[config.mk]
export PLATFORM = sky130hd
export DESIGN_NAME = fir_jmp_sweep_flat
export DESIGN_NICKNAME = d
export VERILOG_FILES = /design/src/rtl/fir_jmp_sweep_if.sv /design/src/rtl/fir_jmp_sweep.sv /design/src/flat_wrapper.sv
export SDC_FILE = /design/constraint.sdc
export NUM_CORES = 1
export LEC_CHECK = 0
export ABC_AREA = 0
export CAP_MARGIN = 30
export CORE_MARGIN = 3
export CORE_UTILIZATION = 57
export CTS_CLUSTER_DIAMETER = 120
export DETAILED_ROUTE_END_ITERATION = 7
export PLACE_DENSITY_LB_ADDON = 0.12
export SLEW_MARGIN = 10
export SYNTH_ARGS = -nofsm -noshare
export SYNTH_HDL_FRONTEND = slang
export SYNTH_SLANG_ARGS = --single-unit
[constraint.sdc]
create_clock -name clk -period 12.46 [get_ports clk]
set_input_delay 2.492 -clock clk [delete_from_list [all_inputs] [get_ports clk]]
set_output_delay 2.492 -clock clk [all_outputs]
set_load 0.05 [all_outputs]
[src/rtl/fir_jmp_sweep_if.sv]
// ---------------------------------------------------------------------------
// fir_jmp_sweep_if
// Configuration and output bundle of the jmp sweep controller. The master
// side (system / bench) drives the enable, sample tick and sweep
// configuration. The slave side (the sweep controller) returns the jmp word
// and the direction and turn flags.
// ---------------------------------------------------------------------------
interface fir_jmp_sweep_if #(
  parameter int JMP_WIDTH  = 9,
  parameter int DIV_WIDTH  = 16,
  parameter int HOLD_WIDTH = 8
);

  logic                  en;       // sweep enable
  logic                  vld_i;    // audio sample tick
  logic [JMP_WIDTH-1:0]  jmp_min;  // lower sweep bound (unsigned)
  logic [JMP_WIDTH-1:0]  jmp_max;  // upper sweep bound (unsigned)
  logic [JMP_WIDTH-1:0]  step;     // jmp increment per sweep step
  logic [DIV_WIDTH-1:0]  div;      // step every div+1 ticks
  logic [HOLD_WIDTH-1:0] hold;     // dwell step events at each bound
  logic [JMP_WIDTH-1:0]  jmp;      // phase increment to the FIR stage
  logic                  dir_o;    // 1 while rising or dwelling high
  logic                  turn_o;   // pulse when jmp lands on a bound

  modport master (
    output en, vld_i, jmp_min, jmp_max, step, div, hold,
    input  jmp, dir_o, turn_o
  );

  modport slave (
    input  en, vld_i, jmp_min, jmp_max, step, div, hold,
    output jmp, dir_o, turn_o
  );

endinterface

[src/rtl/fir_jmp_sweep.sv]
// ---------------------------------------------------------------------------
// fir_jmp_sweep
// Triangle sweep generator for the jmp (LUT phase-increment) word of the
// modulated FIR stage downstream. jmp ramps from jmp_min to jmp_max and back
// in 'step' increments. One step is taken every div+1 sample ticks. The
// sweep dwells for hold+1 step events at each bound.
//
// Optional build macro: FIR_JMP_SWEEP_SETTLE_EN
//   When defined, every jmp change starts a SETTLE-clock lockout. A step
//   event that falls due during the lockout is deferred. The divider parks at
//   div until the lockout ends, so the filter can finish reloading its
//   coefficient index between jmp changes. When the macro is undefined,
//   SETTLE has no effect.
// ---------------------------------------------------------------------------
module fir_jmp_sweep #(
  parameter int JMP_WIDTH  = 9,
  parameter int DIV_WIDTH  = 16,
  parameter int HOLD_WIDTH = 8,
  parameter int SETTLE     = 4
) (
  input  logic             clk,
  input  logic             rst,
  fir_jmp_sweep_if.slave   io_sweep
);

  typedef enum logic [2:0] {
    S_IDLE,
    S_RISE,
    S_HOLD_HI,
    S_FALL,
    S_HOLD_LO
  } state_t;

  // Registered state and outputs
  state_t                r_state;
  logic [JMP_WIDTH-1:0]  r_jmp;
  logic                  r_dir;
  logic                  r_turn;
  logic [DIV_WIDTH-1:0]  r_div_cnt;
  logic [HOLD_WIDTH-1:0] r_hold_cnt;

  // Next-state values
  state_t                w_state_nxt;
  logic [JMP_WIDTH-1:0]  w_jmp_nxt;
  logic                  w_dir_nxt;
  logic                  w_turn_nxt;
  logic [DIV_WIDTH-1:0]  w_div_cnt_nxt;
  logic [HOLD_WIDTH-1:0] w_hold_cnt_nxt;

  // Step-event qualification and bound arithmetic
  logic                  w_active;     // enabled with a usable range
  logic                  w_tick_due;   // divider has reached its terminal count
  logic                  w_locked;     // settle lockout in progress
  logic                  w_step_ev;    // a sweep step happens this clock
  logic                  w_step_nz;    // step==0 freezes the ramp
  logic [JMP_WIDTH:0]    w_sum;        // rising candidate, carry kept
  logic signed [JMP_WIDTH:0] w_diff;   // falling candidate, may go negative
  logic                  w_hit_max;
  logic                  w_hit_min;

  assign w_active   = io_sweep.en && (io_sweep.jmp_min < io_sweep.jmp_max);
  assign w_tick_due = io_sweep.vld_i && (r_div_cnt == io_sweep.div);
  assign w_step_ev  = w_tick_due && !w_locked;
  assign w_step_nz  = (io_sweep.step != '0);

  // The extra bit keeps an overshoot above jmp_max from wrapping around.
  assign w_sum      = {1'b0, r_jmp} + {1'b0, io_sweep.step};
  assign w_diff     = $signed({1'b0, r_jmp}) - $signed({1'b0, io_sweep.step});
  assign w_hit_max  = (w_sum >= {1'b0, io_sweep.jmp_max});
  assign w_hit_min  = (w_diff <= $signed({1'b0, io_sweep.jmp_min}));

`ifdef FIR_JMP_SWEEP_SETTLE_EN
  localparam int LOCK_W = (SETTLE < 1) ? 1 : $clog2(SETTLE + 1);

  logic [LOCK_W-1:0] r_lock;

  // Lockout counter: reload on every jmp change, otherwise count down to zero
  always_ff @(posedge clk or posedge rst) begin
    if (rst) begin
      r_lock <= '0;
    end else if (w_jmp_nxt != r_jmp) begin
      r_lock <= LOCK_W'(SETTLE);
    end else if (r_lock != '0) begin
      r_lock <= r_lock - 1'b1;
    end
  end

  assign w_locked = (r_lock != '0);
`else
  logic w_unused_settle;

  assign w_unused_settle = ^SETTLE;
  assign w_locked        = 1'b0;
`endif

  // State register and registered outputs
  // NOTE: clocked state uses non-blocking (<=) so every register samples the
  // pre-edge values of the others; a blocking assignment here would create
  // order-dependent simulation and a mismatch against synthesis.
  always_ff @(posedge clk or posedge rst) begin
    if (rst) begin
      r_state    <= S_IDLE;
      r_jmp      <= '0;
      r_dir      <= 1'b0;
      r_turn     <= 1'b0;
      r_div_cnt  <= '0;
      r_hold_cnt <= '0;
    end else begin
      r_state    <= w_state_nxt;
      r_jmp      <= w_jmp_nxt;
      r_dir      <= w_dir_nxt;
      r_turn     <= w_turn_nxt;
      r_div_cnt  <= w_div_cnt_nxt;
      r_hold_cnt <= w_hold_cnt_nxt;
    end
  end

  // Next-state, divider, dwell and jmp update logic
  // NOTE: every output of this block is given a default first; a path that
  // leaves one unassigned would otherwise infer a latch.
  always_comb begin
    w_state_nxt    = r_state;
    w_jmp_nxt      = r_jmp;
    w_turn_nxt     = 1'b0;
    w_div_cnt_nxt  = r_div_cnt;
    w_hold_cnt_nxt = r_hold_cnt;

    if (!w_active) begin
      // Disabled or degenerate bounds: park on jmp_min with counters cleared.
      w_state_nxt    = S_IDLE;
      w_jmp_nxt      = io_sweep.jmp_min;
      w_div_cnt_nxt  = '0;
      w_hold_cnt_nxt = '0;
    end else if (r_state == S_IDLE) begin
      // Usable range and enabled: start the sweep from the bottom.
      w_state_nxt    = S_RISE;
      w_jmp_nxt      = io_sweep.jmp_min;
      w_div_cnt_nxt  = '0;
      w_hold_cnt_nxt = '0;
    end else begin
      // Sample-tick divider. A due step blocked by the lockout parks at div.
      if (io_sweep.vld_i) begin
        if (w_step_ev) begin
          w_div_cnt_nxt = '0;
        end else if (!w_tick_due) begin
          w_div_cnt_nxt = r_div_cnt + 1'b1;
        end
      end

      if (w_step_ev) begin
        unique case (r_state)
          S_RISE: begin
            if (w_step_nz) begin
              if (w_hit_max) begin
                w_jmp_nxt      = io_sweep.jmp_max;
                w_turn_nxt     = 1'b1;
                w_hold_cnt_nxt = '0;
                w_state_nxt    = S_HOLD_HI;
              end else begin
                w_jmp_nxt = w_sum[JMP_WIDTH-1:0];
              end
            end
          end
          S_HOLD_HI: begin
            if (r_hold_cnt == io_sweep.hold) begin
              w_hold_cnt_nxt = '0;
              w_state_nxt    = S_FALL;
            end else begin
              w_hold_cnt_nxt = r_hold_cnt + 1'b1;
            end
          end
          S_FALL: begin
            if (w_step_nz) begin
              if (w_hit_min) begin
                w_jmp_nxt      = io_sweep.jmp_min;
                w_turn_nxt     = 1'b1;
                w_hold_cnt_nxt = '0;
                w_state_nxt    = S_HOLD_LO;
              end else begin
                w_jmp_nxt = w_diff[JMP_WIDTH-1:0];
              end
            end
          end
          S_HOLD_LO: begin
            if (r_hold_cnt == io_sweep.hold) begin
              w_hold_cnt_nxt = '0;
              w_state_nxt    = S_RISE;
            end else begin
              w_hold_cnt_nxt = r_hold_cnt + 1'b1;
            end
          end
          default: begin
            w_state_nxt = S_IDLE;
          end
        endcase
      end
    end

    // dir_o is registered together with the state it describes.
    w_dir_nxt = (w_state_nxt == S_RISE) || (w_state_nxt == S_HOLD_HI);
  end

  assign io_sweep.jmp    = r_jmp;
  assign io_sweep.dir_o  = r_dir;
  assign io_sweep.turn_o = r_turn;

endmodule

[src/flat_wrapper.sv]
// flat-port wrapper written by rule: the top's interface ports become plain ports
module fir_jmp_sweep_flat 
#(
  parameter int JMP_WIDTH  = 9,
  parameter int DIV_WIDTH  = 16,
  parameter int HOLD_WIDTH = 8,
  parameter int SETTLE     = 4
)
  (clk, rst, io_sweep_en, io_sweep_vld_i, io_sweep_jmp_min, io_sweep_jmp_max, io_sweep_step, io_sweep_div, io_sweep_hold, io_sweep_jmp, io_sweep_dir_o, io_sweep_turn_o);
  fir_jmp_sweep_if #(.JMP_WIDTH(JMP_WIDTH), .DIV_WIDTH(DIV_WIDTH), .HOLD_WIDTH(HOLD_WIDTH)) io_sweep_i ();
  input  logic clk;
  input  logic rst;
  input wire logic [$bits(io_sweep_i.en)-1:0] io_sweep_en;
  input wire logic [$bits(io_sweep_i.vld_i)-1:0] io_sweep_vld_i;
  input wire logic [$bits(io_sweep_i.jmp_min)-1:0] io_sweep_jmp_min;
  input wire logic [$bits(io_sweep_i.jmp_max)-1:0] io_sweep_jmp_max;
  input wire logic [$bits(io_sweep_i.step)-1:0] io_sweep_step;
  input wire logic [$bits(io_sweep_i.div)-1:0] io_sweep_div;
  input wire logic [$bits(io_sweep_i.hold)-1:0] io_sweep_hold;
  output wire logic [$bits(io_sweep_i.jmp)-1:0] io_sweep_jmp;
  output wire logic [$bits(io_sweep_i.dir_o)-1:0] io_sweep_dir_o;
  output wire logic [$bits(io_sweep_i.turn_o)-1:0] io_sweep_turn_o;
  assign io_sweep_i.en = io_sweep_en;
  assign io_sweep_i.vld_i = io_sweep_vld_i;
  assign io_sweep_i.jmp_min = io_sweep_jmp_min;
  assign io_sweep_i.jmp_max = io_sweep_jmp_max;
  assign io_sweep_i.step = io_sweep_step;
  assign io_sweep_i.div = io_sweep_div;
  assign io_sweep_i.hold = io_sweep_hold;
  assign io_sweep_jmp = io_sweep_i.jmp;
  assign io_sweep_dir_o = io_sweep_i.dir_o;
  assign io_sweep_turn_o = io_sweep_i.turn_o;
  fir_jmp_sweep #(.JMP_WIDTH(JMP_WIDTH), .DIV_WIDTH(DIV_WIDTH), .HOLD_WIDTH(HOLD_WIDTH), .SETTLE(SETTLE)) u_core (.clk(clk), .rst(rst), .io_sweep(io_sweep_i));
endmodule
# == Word-level counts from Yosys, hierarchy flattened ==
# Cells that the tools add are included.
# classes
reduce_logical,8
n_lt_le_gt_ge,3
n_mux,39
eq_ne,16
n_addsub,4
# ops
op,count
16-bit 2-to-1 mux,4
8-bit 2-to-1 mux,8
9-bit 2-to-1 mux,7
3-bit 2-to-1 mux,9
8-bit case mux with 3 select lines,1
"4-bit != test, second input constant",5
9-bit case mux with 2 select lines,1
"16-bit by 1-bit adder with 16-bit output, second input constant",1
16-bit equality test,1
3-bit case mux with 4 select lines,1
9-bit by 9-bit adder with 10-bit output,1
10-bit by 9-bit >= comparator with 1-bit output,1
10-bit less-or-equal comparator,1
9-bit by 9-bit subtractor with 10-bit output,1
"3-bit by 2-bit equality test with 1-bit output, second input constant",3
9-bit less-than comparator,1
9-bit nonzero test,1
"8-bit by 1-bit adder with 8-bit output, second input constant",1
8-bit equality test,1
1-bit 2-to-1 mux,7
"3-bit by 1-bit equality test with 1-bit output, second input constant",2
"3-bit != test, second input constant",2
6-bit AND reduction,1
"5-bit != test, second input constant",1
other kinds (7),8
# totals
word_cells,76
output_inout_bits,11
inputBits,55
reg_bits,38

# == Longest topological paths before layout ==
# Gate-level depths: netlist (run 1).
# logic_depth
word_depth,10
mapped_depth,19
mapped_depth_nobuf,18

# == Worst setup path after synthesis (run 1) ==
# No wires, ideal clock.
# synth_timing
path_kind,input-to-reg
from,input io_sweep_step[2]
to,register u_core.r_hold_cnt[1]
n_path_buf,1
setup_time_ns,0.083
path_stages,15
arrival_ns,6.186
path_slack_ns,6.191
required_ns,12.377
cell_sequence,inv_1 > ha_1 > clkbuf_1 > nand2b_1 > o311a_1 > o211a_1 > or2_2 > xnor2_1 > ha_1 > a2111o_1 > o31ai_1 > a21oi_1 > o311ai_0 > o21ai_0 > o22ai_1
# synth_between
elab_chain_len,4
elab_cells_between_ends,10
cone_classes,add/sub (2); order compare (2); eq/ne (4); reduce/logical (2)
# synth_lines
element,line,source
"start, declared",flat_wrapper.sv:17,input wire logic [$bits(io_sweep_i.step)-1:0] io_sweep_step;
9-bit by 9-bit subtractor with 10-bit output / 9-bit by 9-bit adder with 10-bit output (equally long branches),"fir_jmp_sweep.sv:68, fir_jmp_sweep.sv:67",
10-bit less-or-equal comparator / 10-bit by 9-bit >= comparator with 1-bit output (equally long branches),"fir_jmp_sweep.sv:70, fir_jmp_sweep.sv:69",
4-bit != test (no source line),--,
6-bit AND reduction (no source line) (*),--,
"end signal, assigned",fir_jmp_sweep.sv:114,r_hold_cnt <= w_hold_cnt_nxt;
"end, declared",fir_jmp_sweep.sv:40,logic [HOLD_WIDTH-1:0] r_hold_cnt;
# Every way passes the cells marked *; elsewhere a longest branch is shown, timed or not.
# A chain may end at the register's enable or synchronous reset.

# == Final worst setup path (run 1) ==
# layout_timing
from,input io_sweep_step[1]
to,register u_core.r_hold_cnt[2]
# Same word-level chain as after synthesis.

==> summary.md, run 1 <==
The die width is 91.40 microns, and the final worst hold slack is 552.9 ps. For this design, the CTS-stage hold fixing added 0 buffers. Setup repair after global routing left no endpoint under its margin. The run gives 0 as the final count of pins violating max slew.

The average cell area after synthesis works out to 7.697 sq um. Subtracting the final worst setup slack from the clock period gives 7035 ps. After the last flow step, the layout net total stands at 700.

The tools report the hold violation total from the final report as 0. Input and output buffers added on the ports amount to 65. The finished layout holds 693 standard cells, fillers aside.

By area the synthesized netlist is led by sky130_fd_sc_hd__dfrtp_1 (23%), sky130_fd_sc_hd__ha_1 (14%), sky130_fd_sc_hd__xnor2_1 (6.5%). The kind of launch point of the worst setup path is an input pin. The mapped netlist covers 0.004156 sq mm. The floorplan step defined a core boundary enclosing 0.006944 sq mm. The first global-routing pass estimated 18950 microns of wire. In this design, the largest share of critical-path delay is due to compound AO/OA/AOI/OAI gates. Global routing finished with a remaining overflow of 0. The flow ran to the end, and the final reports show no timing, DRC or antenna violations. Clock-pin slew was measured on the worst setup and hold paths at 70 ps. The count of nets left with antenna violations once routing finished came out at 0.

In the routed layout, each cell is associated on average with a via count of 6.117. Setup violations remaining at the end of the flow were counted as 0. The routed design has 11340 microns of wire. The first routing iteration left 404 violations. Setup total negative slack on the finished layout was measured at 0 ps. Sorting the synthesized cells by how often they occur yields sky130_fd_sc_hd__nor2_1 (51), sky130_fd_sc_hd__inv_1 (49), sky130_fd_sc_hd__ha_1 (47). The worst register-to-register path ends at u_core.io_sweep.jmp[6].

For the worst setup path, the data required time is 12660 ps. Clock tree synthesis inserted a total of 5 buffers. The run gives 42.76% as the worst slew margin relative to its limit. Launching point of the worst reg2reg path: u_core.io_sweep.jmp[0].

The post-placement cell count is 685. Of all nets on the critical path, the largest fanout is 6. The repair_antennas step left the layout with diodes totalling 0. The share of synthesized area in the top cell type comes to 22.88%.

Traced cell by cell, the critical path runs through clkdlybuf4s50_1 -> inv_1 -> ha_1 -> nor2b_1 -> o311a_1 -> o211a_1 -> or2_2 -> xnor2_1 -> ha_1 -> a2111o_1 -> o31ai_1 -> a21oi_1 -> o311ai_0 -> buf_1 -> o311ai_0 -> o31ai_1. The transition time of the tightest slew-check pin is 851.3 ps, and the post-route standard cell area excluding fillers is 0.004982 sq mm. The final estimated routing congestion in global placement is 0.9231, and the flip-flop and latch count after synthesis is 38. From synthesis to final layout, the design area changed by 19.87%. For this run, the top clock speed supported by timing is 142.1 MHz. After layout, the worst setup slack is 5425 ps. The tools report the overall power as 1.036 mW.

Dividing total power by cell area gives a power density of 207.9 mW/mm^2. The run gives 0 as the number of warnings printed during yosys synthesis. sky130_fd_sc_hd__nor2_1 is the most common cell in the netlist.

TritonCTS built the clock tree. Measured in cells, the most critical reg-to-reg path has a length of 18. The count of flip-flops with a built-in enable after synthesis was 0; the clock sink total was 38.

In the final layout, the share of cells above drive strength 1 is 3.685%. The number of nets handed over by synthesis was 644. The final routed DRC violation total is 0. The worst path buffer plus inverter count came out at 3. The run gives 8977 microns as the placed wire-length estimate after detailed placement. For the worst ir drop on vdd, the log shows 0.1311 mV. The worst hold path terminates at u_core.r_hold_cnt[2]. Tracing the worst setup path back leads to its startpoint at io_sweep_step[1].

The startpoint of the tightest hold check path is u_core.r_hold_cnt[2]. Synthesis handed over a netlist of 540 instances. Synthesis instantiated 60 different standard cells from the library.

Of the available clock period, the critical path in the final layout requires 56.46%. In this run the core area contains 30 standard-cell rows. Once the floorplan was initialized, standard cells occupied 59.86% of the core.

The tools report the final setup skew as 10.12 ps. Fill cells in the final layout number 590. The worst hold path stage count is 1, and the clock tree buffer depth is 2. The initial antenna violation count is 0, and the fraction of registers with async set or reset after synthesis is 100.0%. In this run the worst hold path is classified as reg2reg. In the synthesized netlist the dominant register cell turns out to be sky130_fd_sc_hd__dfrtp_1.

The analysis attributes to cell leakage a power of 2.193 nW. The logs give 27.26% for the global-route total usage across every layer and 5183 ps for the setup slack at placement. The pre-antenna-repair detailed-routing pass consisted of 5 iterations. STA puts the critical path data arrival time at 7240 ps. The clock reaches the later pin of the worst-skew pair after 300 ps.

The die covers 0.008353 sq mm. In the final routed layout, each cell accounts on average for 16.36 microns. For the sequential element share of the synthesized area, the log shows 22.88%.

Total placed instance area: 0.004873 sq mm. The worst setup path is captured at a flip-flop. Once the clock tree was built, the resizer swapped 0 gates to a different size. For the via count of the first global-routing pass, the log shows 4016. The slowest stage of the critical path belongs to the cell sky130_fd_sc_hd__o31ai_1. For this block, the via count after detailed routing is 4239. The tools report the master cell of the clock root buffer as sky130_fd_sc_hd__clkbuf_8. Buffers added to address setup during post-CTS repair amount to 0. Entering global routing, the biggest net connects 39 pins. The register-to-register setup slack is 7740 ps, and the I/O pin count is 66. The H-tree generated during clock tree synthesis spans 2 levels. The number of maximum-capacitance constraint violations was 0; the vertical die dimension was 91.40 microns. The largest stage delay on the critical path works out to 740 ps. The tools report the final core area utilization as 71.75%. The critical path is of the in2reg type. The leading area contributor after synthesis is sky130_fd_sc_hd__dfrtp_1.
[layout make-up]
| class | count | area (sq um) | area share (%) |
|---|---|---|---|
| Clock buffer | 5 | 68.82 | 1.381 |
| Clock inverter | 3 | 40.04 | 0.8036 |
| Inverter | 49 | 183.9 | 3.692 |
| Multi-Input combinational cell | 432 | 2934 | 58.89 |
| Sequential cell | 38 | 950.9 | 19.09 |
| Tap cell | 96 | 120.1 | 2.411 |
| Timing Repair Buffer | 70 | 684.4 | 13.74 |
[routing by layer]
layer / share of wire [%] / GRT usage (%) / vias up
li1: - / - / 2050
met1: 45 / 38.14 / 1960
met2: 46 / 43.03 / 200
met3: 7.4 / 4.971 / 29
met4: 2.1 / 7.286 / 0
met5: 0 / 0 / -
[placed cells by master, fill, tap and decap left out, types with 3 or more instances in the layout]
master and instances:
sky130_fd_sc_hd__clkdlybuf4s50_1 65, sky130_fd_sc_hd__nor2_1 51, sky130_fd_sc_hd__inv_1 49, sky130_fd_sc_hd__ha_1 47
sky130_fd_sc_hd__nand2_1 38, sky130_fd_sc_hd__a21oi_1 38, sky130_fd_sc_hd__dfrtp_1 38, sky130_fd_sc_hd__xnor2_1 31
sky130_fd_sc_hd__o21ai_0 30, sky130_fd_sc_hd__nand3_1 19, sky130_fd_sc_hd__xor2_1 16, sky130_fd_sc_hd__nor3_1 15
sky130_fd_sc_hd__a31oi_1 14, sky130_fd_sc_hd__and3_1 12, sky130_fd_sc_hd__nor4_1 9, sky130_fd_sc_hd__nand4_1 9
sky130_fd_sc_hd__nand2b_1 8, sky130_fd_sc_hd__o31ai_1 8, sky130_fd_sc_hd__nor2b_1 8, sky130_fd_sc_hd__or3_1 7
sky130_fd_sc_hd__o211ai_1 6, sky130_fd_sc_hd__clkbuf_8 5, sky130_fd_sc_hd__a211oi_1 4, sky130_fd_sc_hd__o22ai_1 4
sky130_fd_sc_hd__nor3b_1 4, sky130_fd_sc_hd__or4_1 4, sky130_fd_sc_hd__or2_2 4, sky130_fd_sc_hd__buf_4 4
sky130_fd_sc_hd__a31o_2 3, sky130_fd_sc_hd__o311ai_0 3
[power breakdown]
part / internal [mW] / total, mW / leakage (nW) / switching, mW
Clock: 0.0590 / 0.106 / 0.0579 / 0.0467
Combinational: 0.291 / 0.762 / 1.63 / 0.470
Sequential: 0.142 / 0.169 / 0.508 / 0.0268
Total: 0.492 / 1.04 / 2.19 / 0.544
[worst max path at each step]
stage / endpoint / slack, ps / cells after the start
5_1_grt: u_core.r_hold_cnt[2] / 5160 / 16
6_report: u_core.r_hold_cnt[2] / 5420 / 16
3_5_place_dp: u_core.r_hold_cnt[2] / 5180 / 16
3_3_place_gp: u_core.r_hold_cnt[1] / 5000 / 15
4_1_cts: u_core.r_hold_cnt[2] / 5490 / 16
2_1_floorplan: u_core.r_hold_cnt[1] / 6190 / 15
[registers in the layout, summed over array words and instances, names as in the netlist]
signal / count
u_core.r_state: 3
u_core.io_sweep.turn_o: 1
u_core.io_sweep.jmp: 9
u_core.r_div_cnt: 16
u_core.r_hold_cnt: 8
u_core.io_sweep.dir_o: 1
[logic make-up (layout without fill, tap and decap cells)]
logic type	Yosys count	count (layout)	share of synthesized area (%)
buffers and inverters	70	127	6.532
AND/OR/NAND/NOR	194	194	23.30
adder cells (fa/ha/maj)	49	49	15.11
AO/OA/AOI/OAI	139	139	21.49
XOR/XNOR	47	47	9.904
flip-flops	38	38	22.88
multiplexers	3	3	0.7826
Note: power is estimated with default switching activity, not from simulation.
==> run 2, diff against run 1 <==
Settings changed: CORE_UTILIZATION 57 to 50.
Clock period 12.46 ns to 6.1 ns, I/O delays scaled along.
==> summary.md, run 2 (same netlist as run 1, synthesis figures left out) <==
Worst hold path stage count: 1. Leaving out fill and tap cells, the most frequent cell in the layout is sky130_fd_sc_hd__clkdlybuf4s50_1. The run gives 0 ps as the final total negative setup slack. Static timing analysis puts the maximum clock frequency at 190.4 MHz. The worst setup path is launched from an input pin.

The tools report the arrival time at the worst endpoint as 5460 ps. Headroom to the max-slew limit came out at 37.85%. The first detailed-routing pass took 5 iterations. The logs give 0.007888 sq mm for the placeable core region and 4192 for the total via count in the routed design. The master cell of the clock root buffer was sky130_fd_sc_hd__clkbuf_8. Setup repair after global routing left no endpoint under its margin. The die is 97.18 microns tall. In the layout the commonest cells are sky130_fd_sc_hd__clkdlybuf4s50_1 (65), sky130_fd_sc_hd__nor2_1 (51), sky130_fd_sc_hd__inv_1 (49). The total overflow left after global routing is 0. For the standard-cell row count, the log shows 32. The critical path's top delay family was compound AO/OA/AOI/OAI gates. The congestion estimate from routability-driven global placement came to 0.9336. The final count of pins violating max slew is 0.

Type of the worst setup path: in2reg. The hold violation total from the final report was 0; the flip-flop count of the largest register after layout was 16. Cells with a size suffix above 1 make up 3.833% of the layout.

The register with the most flip-flops in the final layout is u_core.r_div_cnt. For the I/O pin count, the log shows 66. The final period utilization works out to 86.11%.

The initial antenna violation count is 0. TritonCTS built the clock tree. The cell that appears most often on the critical path is sky130_fd_sc_hd__ha_1.

The antenna diode count was 0; the total of cells resized after clock tree synthesis was 0. The transition time of the tightest slew-check pin works out to 923.7 ps. The clock passes through at most 2 buffers. For the worst-skew pair, the clock arrives at the later sink with an insertion delay of 290 ps. The quantity of I/O buffers inserted on ports was 65; the via count of the first global-routing pass was 4020.

The run gives 0.004900 sq mm as the total placed instance area. Entering global routing, the biggest net connects 39 pins. The hold buffer count at CTS is 0. The min-delay analysis places its worst path in the category reg2reg. For the worst setup path, the data required time is 6310 ps. Max-cap violations in this run came to 0. Across every metal layer, demand over resource in global routing totals 24.50%.

The run gives 9261 microns as the placed wire-length estimate after detailed placement. The biggest fanout along the worst timing path is 10. In this run, the number of DRC markers left after iteration 0 of detailed routing was 308. Register-to-register setup slack: 1760 ps.

The layout has 757 filler cells. The detailed-route vias per instance was 5.972. The layout overhead on the synthesized area works out to 20.74%.

The clock arrives with 7.082 ps of skew. For this run, the slowest stage of the critical path takes 620 ps. After detailed routing, the number of remaining DRC violations is 0. Final hold analysis gives a worst-case slack of 549.8 ps.

Buffers added to address setup during post-CTS repair amount to 0. After detailed routing, the average wire length per cell comes to 16.40 microns. The startpoint identified for the worst hold timing path is u_core.r_hold_cnt[0].

The critical path's slowest cell was sky130_fd_sc_hd__o21ai_1. The endpoint identified for the worst register-to-register timing path is u_core.io_sweep.jmp[2]. The path with the worst hold slack has its endpoint at u_core.r_hold_cnt[0].

The clock tree synthesis step divided the H-tree into 2 levels. Summed over all cells, the static leakage comes to 2.222 nW. For this configuration, the core starts out at a cell density of 52.70%.

The flow ran to the end, and the final reports show no timing, DRC or antenna violations. The die covers 0.009443 sq mm. The worst path needs 5253 ps of the cycle, external delays included. Post-route standard cell area excluding fillers: 0.005019 sq mm.

The logs give 38 for the clock sink total and 5 for the CTS buffer count. The first global-routing pass estimated 19440 microns of wire. The depth of the worst register-to-register path works out to 17. The category of the worst setup path capture point was a flip-flop. The critical path goes through clkdlybuf4s50_1 -> ha_1 -> fa_1 -> nor2b_1 -> o21ai_0 -> a211oi_1 -> nor2_1 -> o31ai_1 -> xor2_1 -> ha_1 -> nand3_1 -> nor3_1 -> a21oi_1 -> and2_1 -> o21ai_1 -> nand2_1 -> a31oi_1. IR analysis of the VDD net gives a maximum drop of 0.2640 mV. The net total in the final layout is 703, and the clock transition time at the flip-flop clock pins of the worst setup and hold paths is 80 ps.

The tools report the final antenna-violating net count as 0. The worst path buffer plus inverter count was 1. Setup violations remaining at the end of the flow were counted as 0. Launching point of the worst reg2reg path: u_core.io_sweep.jmp[0].

Dividing total power by cell area gives a power density of 428.6 mW/mm^2. From left edge to right edge, the die measures 97.18 microns. Summed over all layers, the routed wires come to 11510 microns.
[run 2: changes by cell type in the layout (fill, tap and decap cells not counted), sizes merged]
cell          previous run  this run
buf                      5         7
clkbuf                   5         7
clkinv                   2         0
dlymetal6s2s             0         1
[run 2: how the worst max path moves through the flow]
stage,cells past startpoint,from,to
2_1_floorplan,15,io_sweep_step[2],u_core.r_hold_cnt[1]
3_3_place_gp,16,io_sweep_step[1],u_core.io_sweep.jmp[2]
3_5_place_dp,17,io_sweep_step[0],u_core.io_sweep.jmp[1]
4_1_cts,17,io_sweep_step[0],u_core.io_sweep.jmp[2]
5_1_grt,17,io_sweep_step[0],u_core.io_sweep.jmp[2]
6_report,17,io_sweep_step[0],u_core.io_sweep.jmp[2]
[run 2: final cells by class]
cell class	count	area, sq um	share of cell area [%]
multi-input cells	432	2934	58.46
flip-flops and latches	38	950.9	18.95
repair buffers	73	715.7	14.26
inverters	49	183.9	3.665
well taps	102	127.6	2.543
clock buffers	7	76.32	1.521
clock inverters	1	30.03	0.5984
[run 2: metrics by stage]
| stage | worst slack (ps) | power (mW) | cells | utilization (%) |
|---|---|---|---|---|
| after floorplan | 1103 | 1.444 | 540 | - |
| after global placement | 690.3 | 1.878 | 693 | 62.12 |
| after detailed placement | 580.0 | 1.917 | 693 | 62.12 |
| after CTS | 878.3 | 2.135 | 701 | 63.47 |
| after global routing | 364.1 | 2.335 | 702 | 63.63 |
| final | 847.3 | 2.151 | 702 | 63.63 |
[run 2: per-layer routing]
layer	vias to the layer above	routed length, microns	part of all wire [%]	GRT usage, %
li1	2045	-	-	-
met1	1978	5455	47	35.71
met2	152	5179	45	38.38
met3	17	705	6.1	3.589
met4	0	173	1.5	5.400
met5	-	0	0	0
[run 2: power breakdown]
part           switching (mW)  leakage [nW]  internal [mW]  total [mW]
clock                  0.0938        0.0524          0.123       0.216
sequential             0.0548         0.508          0.290       0.344
combinational           0.959          1.66          0.632        1.59
